`src/rtl/mem_bus_arbiter.sv`:
```
// Shares one single-port synchronous memory bus between the IF and MEM stages.
// One bus cycle at a time, MEM wins ties, and read data is held until the owning stage advances.
module mem_bus_arbiter #(
   parameter int TIMEOUT_W = 8
) (
   input  logic        clk,
   input  logic        rst,
   input  logic        if_req,
   input  logic [31:0] if_addr,
   output logic [31:0] if_rdata,
   output logic        stallreq_if,
   input  logic        mem_req,
   input  logic        mem_we,
   input  logic [3:0]  mem_sel,
   input  logic [31:0] mem_addr,
   input  logic [31:0] mem_wdata,
   output logic [31:0] mem_rdata,
   output logic        stallreq_mem,
   input  logic [5:0]  stall,
   input  logic        flush,
   output logic        bus_cyc,
   output logic        bus_stb,
   output logic        bus_we,
   output logic [3:0]  bus_sel,
   output logic [31:0] bus_addr,
   output logic [31:0] bus_wdata,
   input  logic [31:0] bus_rdata,
   input  logic        bus_ack,
   output logic        bus_timeout
);

   typedef enum logic [2:0] {
      IDLE,
      IF_BUSY,
      MEM_BUSY,
      IF_HOLD,
      MEM_HOLD
   } state_t;

   // The watchdog terminates on the last of 2^TIMEOUT_W-1 consecutive ack-less cycles.
   localparam logic [TIMEOUT_W-1:0] WDOG_LAST = {{(TIMEOUT_W-1){1'b1}}, 1'b0};

   state_t                 state_q, state_d;
   logic                   bus_cyc_q, bus_cyc_d;
   logic                   bus_we_q, bus_we_d;
   logic [3:0]             bus_sel_q, bus_sel_d;
   logic [31:0]            bus_addr_q, bus_addr_d;
   logic [31:0]            bus_wdata_q, bus_wdata_d;
   logic [31:0]            if_rdata_q, if_rdata_d;
   logic [31:0]            mem_rdata_q, mem_rdata_d;
   logic [TIMEOUT_W-1:0]   wdog_q, wdog_d;
   logic                   flushed_q, flushed_d;
   logic                   timeout_q, timeout_d;

   logic                   flushed_now;
   logic                   term_timeout;
   logic                   terminate;
   logic                   unused_stall;

   assign unused_stall = ^{stall[5], stall[3:2], stall[0]};

   always_comb begin
      state_d      = state_q;
      bus_cyc_d    = bus_cyc_q;
      bus_we_d     = bus_we_q;
      bus_sel_d    = bus_sel_q;
      bus_addr_d   = bus_addr_q;
      bus_wdata_d  = bus_wdata_q;
      if_rdata_d   = if_rdata_q;
      mem_rdata_d  = mem_rdata_q;
      wdog_d       = wdog_q;
      flushed_d    = flushed_q;
      timeout_d    = 1'b0;
      flushed_now  = flushed_q | flush;
      term_timeout = ~bus_ack & (wdog_q == WDOG_LAST);
      terminate    = bus_ack | term_timeout;

      case (state_q)
         IDLE: begin
            if (!flush) begin
               if (mem_req) begin
                  state_d     = MEM_BUSY;
                  bus_cyc_d   = 1'b1;
                  bus_we_d    = mem_we;
                  bus_sel_d   = mem_sel;
                  bus_addr_d  = mem_addr;
                  bus_wdata_d = mem_wdata;
               end else if (if_req) begin
                  state_d     = IF_BUSY;
                  bus_cyc_d   = 1'b1;
                  bus_we_d    = 1'b0;
                  bus_sel_d   = 4'b1111;
                  bus_addr_d  = if_addr;
                  bus_wdata_d = 32'h0;
               end
            end
         end

         // A flush never aborts the bus cycle; it only marks the result for discard.
         IF_BUSY, MEM_BUSY: begin
            if (terminate) begin
               bus_cyc_d = 1'b0;
               wdog_d    = '0;
               flushed_d = 1'b0;
               timeout_d = term_timeout;
               if (flushed_now) begin
                  state_d = IDLE;
               end else if (state_q == IF_BUSY) begin
                  state_d    = IF_HOLD;
                  if_rdata_d = bus_ack ? bus_rdata : 32'h0;
               end else begin
                  state_d = MEM_HOLD;
                  if (!(bus_ack && bus_we_q)) begin
                     mem_rdata_d = bus_ack ? bus_rdata : 32'h0;
                  end
               end
            end else begin
               wdog_d    = wdog_q + 1'b1;
               flushed_d = flushed_now;
            end
         end

         IF_HOLD: begin
            if (!stall[1] || flush) begin
               state_d = IDLE;
            end
         end

         MEM_HOLD: begin
            if (!stall[4] || flush) begin
               state_d = IDLE;
            end
         end

         default: state_d = IDLE;
      endcase
   end

   always_ff @(posedge clk) begin
      if (rst) begin
         state_q     <= IDLE;
         bus_cyc_q   <= 1'b0;
         bus_we_q    <= 1'b0;
         bus_sel_q   <= 4'h0;
         bus_addr_q  <= 32'h0;
         bus_wdata_q <= 32'h0;
         if_rdata_q  <= 32'h0;
         mem_rdata_q <= 32'h0;
         wdog_q      <= '0;
         flushed_q   <= 1'b0;
         timeout_q   <= 1'b0;
      end else begin
         state_q     <= state_d;
         bus_cyc_q   <= bus_cyc_d;
         bus_we_q    <= bus_we_d;
         bus_sel_q   <= bus_sel_d;
         bus_addr_q  <= bus_addr_d;
         bus_wdata_q <= bus_wdata_d;
         if_rdata_q  <= if_rdata_d;
         mem_rdata_q <= mem_rdata_d;
         wdog_q      <= wdog_d;
         flushed_q   <= flushed_d;
         timeout_q   <= timeout_d;
      end
   end

   assign bus_cyc      = bus_cyc_q;
   assign bus_stb      = bus_cyc_q;
   assign bus_we       = bus_we_q;
   assign bus_sel      = bus_sel_q;
   assign bus_addr     = bus_addr_q;
   assign bus_wdata    = bus_wdata_q;
   assign bus_timeout  = timeout_q;
   assign if_rdata     = if_rdata_q;
   assign mem_rdata    = mem_rdata_q;

   // A stage sitting in its HOLD state already has its data, so it no longer stalls.
   assign stallreq_mem = mem_req & (state_q != MEM_HOLD) & ~flush;
   assign stallreq_if  = if_req & (state_q != IF_HOLD) & ~flush;

endmodule

```
`config.mk`:
```
export PLATFORM = sky130hd
export DESIGN_NAME = mem_bus_arbiter
export DESIGN_NICKNAME = d
export VERILOG_FILES = /design/src/rtl/mem_bus_arbiter.sv
export SDC_FILE = /design/constraint.sdc
export NUM_CORES = 1
export LEC_CHECK = 0
export ABC_AREA = 1
export BUFFER_PORTS_ARGS = -buffer_cell sky130_fd_sc_hd__clkbuf_2
export CORE_AREA = 4 4 114 116
export CTS_BUF_LIST = sky130_fd_sc_hd__clkbuf_8
export DETAILED_ROUTE_END_ITERATION = 8
export DIE_AREA = 0 0 118 120
export GPL_TIMING_DRIVEN = 0
export PLACE_DENSITY = 0.86
export SYNTH_ARGS = -nofsm -noshare
export SYNTH_HDL_FRONTEND = slang
export SYNTH_SLANG_ARGS = --single-unit
```
`constraint.sdc`:
```
create_clock -name clk -period 3.6 [get_ports clk]
set_input_delay 0.72 -clock clk [delete_from_list [all_inputs] [get_ports clk]]
set_output_delay 0.72 -clock clk [all_outputs]
set_load 0.01 [all_outputs]
```
==> results.py <==
metrics = {
    "cts": {
        "clock-sinks": 147,
        "cts.repair.resized": 0,
        "cts_setup_buffers": 0,
        "cts_buffers": 17,
        "hold_buffers": 0,
        "cts_htree_levels": 4,
        "clk_latency_ns": 0.44,
        "cts_tree": "built",
        "path_clk_slew_ns": 0.07,
        "cts.path.max_buffers": 2,
        "cts_root_buffer": "clkbuf_8",
    },
    "global_route": {
        "grt_max_degree": 17,
        "grt_pass1_vias": 6037,
        "antenna_found_initial": 0,
        "grt-ovfl-total": 0,
        "track_usage": 0.242,
        "grt_first_pass_wirelength_um": 28000,
    },
    "placement": {
        "place_hpwl_um": 13600,
        "place_congestion": 0.847,
        "dp_slack_ns": 1.18,
        "portBuffers": 275,
    },
    "run_status": {
        "status": "finished, final reports clean",
    },
    "power_and_ir_drop": {
        "seqPwrFrac": 0.445,
        "comb_power_share": 0.215,
        "internal_power_mw": 2.95,
        "clock_power_share": 0.340,
        "power.leakage_nw": 3.87,
        "ir_worst_vdd_mv": 0.287,
        "p_sw_mw": 1.22,
        "sw_frac_of_total": 0.292,
        "powerDensity_nw_per_um2": 516,
    },
    "yosys": {
        "synth.avg_cell_area_sq_um": 7.57,
        "yosysMostFrequentCell": "nand2_1",
        "synth_enable_flop_cells": 0,
        "synth_ff_type": "dfxtp_1",
        "netlist_instances": 804,
        "synth_top_cell_area_share": 0.484,
        "synth-async-reset-ratio": 0,
        "syn-num-nets": 951,
        "yosysWarnings": 0,
        "yosys.area.top_type": "dfxtp_1",
        "syn_area_sq_um": 6090,
        "synthDistinctLibCells": 35,
        "synth-seq-area-share": 0.484,
        "synthTopCellsByCount": "nand2_1, dfxtp_1, a21oi_1",
        "ys_seq_elements": 147,
        "synth_area_leaders": "dfxtp_1, nand2_1, a21oi_1, a31oi_1, inv_1",
    },
    "floorplan": {
        "coreArea_sq_um": 11900,
        "io_pins": 283,
        "die_h_um": 120,
        "dieArea_sq_um": 14200,
        "start_util": 0.511,
        "die_w_um": 118,
        "placementRows": 40,
    },
    "critical_path": {
        "r2r_cells": 10,
        "cp_data_arrival_time_ns": 1.71,
        "cp_max_fo": 10,
        "crit_type": "primary input to output port",
        "worst_ep_required_time_ns": 2.88,
        "critPathCaptureType": "output port",
        "reg2reg_to": "if_rdata[30]",
        "rr_startpoint": "wdog_q[0]",
        "r2r_slack_ns": 2.01,
        "startpoint_type": "primary input",
    },
    "timing": {
        "slew_headroom": 0.591,
        "setup_violations": 0,
        "fin_setup_tns_ns": 0,
        "worst_pin_slew_ns": 0.613,
        "slew_viol_final": 0,
        "period_minus_slack_ns": 2.43,
        "fmax_mhz": 411,
        "finalHoldViolCount": 0,
        "skew_ns": 0.0132,
        "grt_setup_unrepaired": "no",
        "postLayoutSetupSlackWorst_ns": 1.17,
        "fin_crit_sh": 0.676,
    },
    "drt": {
        "drcViolationCount": 0,
        "postRouteAntennaNets": 0,
        "vias": 6286,
        "wirelength_um": 17400,
        "drt_iter0_markers": 555,
        "first_pass_iters": 5,
        "vias_per_cell": 5.00,
        "wl_per_cell_um": 13.9,
    },
    "flow_run": {
        "drv_cap": 0,
    },
    "finish": {
        "area_growth_pct": 32.9,
        "layout-drive-gt1-share": 0.341,
        "diodes": 0,
        "nets": 1245,
    },
    "worst_hold_path": {
        "min_from": "mem_rdata[31]",
        "hold_path_depth": 2,
        "whs_endpoint": "mem_rdata[31]",
        "min_path_type": "flop to flop",
    },
}
[worst max-delay path, stage by stage]
cell and delay, ns:
buf_2 0.23, clkbuf_1 0.40, nand2_1 0.10, nor2_1 0.12, clkbuf_2 0.15
[layout make-up]
type | count | area (sq um)
multi-input combinational | 550 | 2580
inverter | 54 | 206
timing repair buffer | 275 | 1380
sequential | 147 | 2940
clock inverter | 13 | 191
buffer | 53 | 352
clock buffer | 18 | 248
fill | 1071 | 3830
tap | 147 | 184
[how the worst max path moves through the flow]
stage / startpoint / end / slack [ns] / cells past startpoint
after floorplan: mem_req / stallreq_mem / 1.45 / 4
after global placement: mem_req / stallreq_mem / 1.19 / 5
after detailed placement: mem_req / stallreq_mem / 1.18 / 5
after CTS: mem_req / stallreq_mem / 1.18 / 5
after global routing: mem_req / stallreq_mem / 1.06 / 5
final: mem_req / stallreq_mem / 1.17 / 5
[power groups by stage]
stage	Sequential (mW)	Combinational, mW	Clock (mW)
floorplan	1.94	0.495	0
global placement	1.89	0.886	0
detailed placement	1.89	0.901	0
CTS	1.86	0.905	1.44
global route	1.87	1.00	1.51
finish	1.86	0.896	1.42
[metrics by stage]
stage | util | power, mW | hold slack [ns] | std cells | cell area [sq um]
6_report | 0.679 | 4.17 | 0.461 | 1257 | 8090
5_1_grt | 0.679 | 4.38 | 0.478 | 1257 | 8090
4_1_cts | 0.679 | 4.20 | 0.462 | 1257 | 8090
3_5_place_dp | 0.642 | 2.79 | 0.450 | 1226 | 7650
3_3_place_gp | 0.642 | 2.78 | 0.445 | 1226 | 7650
2_1_floorplan | - | 2.44 | 0.458 | 804 | 6090
[flip-flops by register name, summed over array words and instances (netlist names)]
register	cells
wdog_q	8
bus_cyc	1
flushed_q	1
if_rdata	32
bus_timeout	1
mem_rdata	32
state_q	3
bus_we	1
bus_addr	32
bus_sel	4
bus_wdata	32
[cells by family after synthesis]
family                   count (synthesis)  synth area share
AO/OA/AOI/OAI                          179             0.165
XOR/XNOR                                 3           0.00432
adder cells (fa/ha/maj)                  2           0.00411
buffers and inverters                  107            0.0917
flip-flops                             147             0.484
AND/OR/NAND/NOR                        366             0.251
[per-layer routing]
layer	global-route usage	vias to the layer above	routed length, um
met4	0.142	0	740
met5	0	-	0
met2	0.413	237	8610
met3	0.0636	57	1140
met1	0.272	2828	6960
li1	-	3164	-
[cells in the final DEF (no fill, tap or decap), types with 2 or more instances in the layout]
cell	instances
a31oi_1	32
a21oi_2	14
xor2_1	2
nor3_1	2
ha_1	2
nand2_4	2
nor2_1	22
a21oi_1	91
clkinv_2	6
clkbuf_2	275
nand2_2	12
clkbuf_8	18
buf_4	13
nand4_1	3
o21ai_0	32
inv_1	51
buf_6	13
inv_2	3
nor2_4	3
dfxtp_1	147
o21ai_1	7
buf_2	5
nand3_1	10
bufinv_16	5
nand2_1	304
clkbuf_1	22
nand3_4	2
No activity file was read; power rests on OpenSTA's default activity.
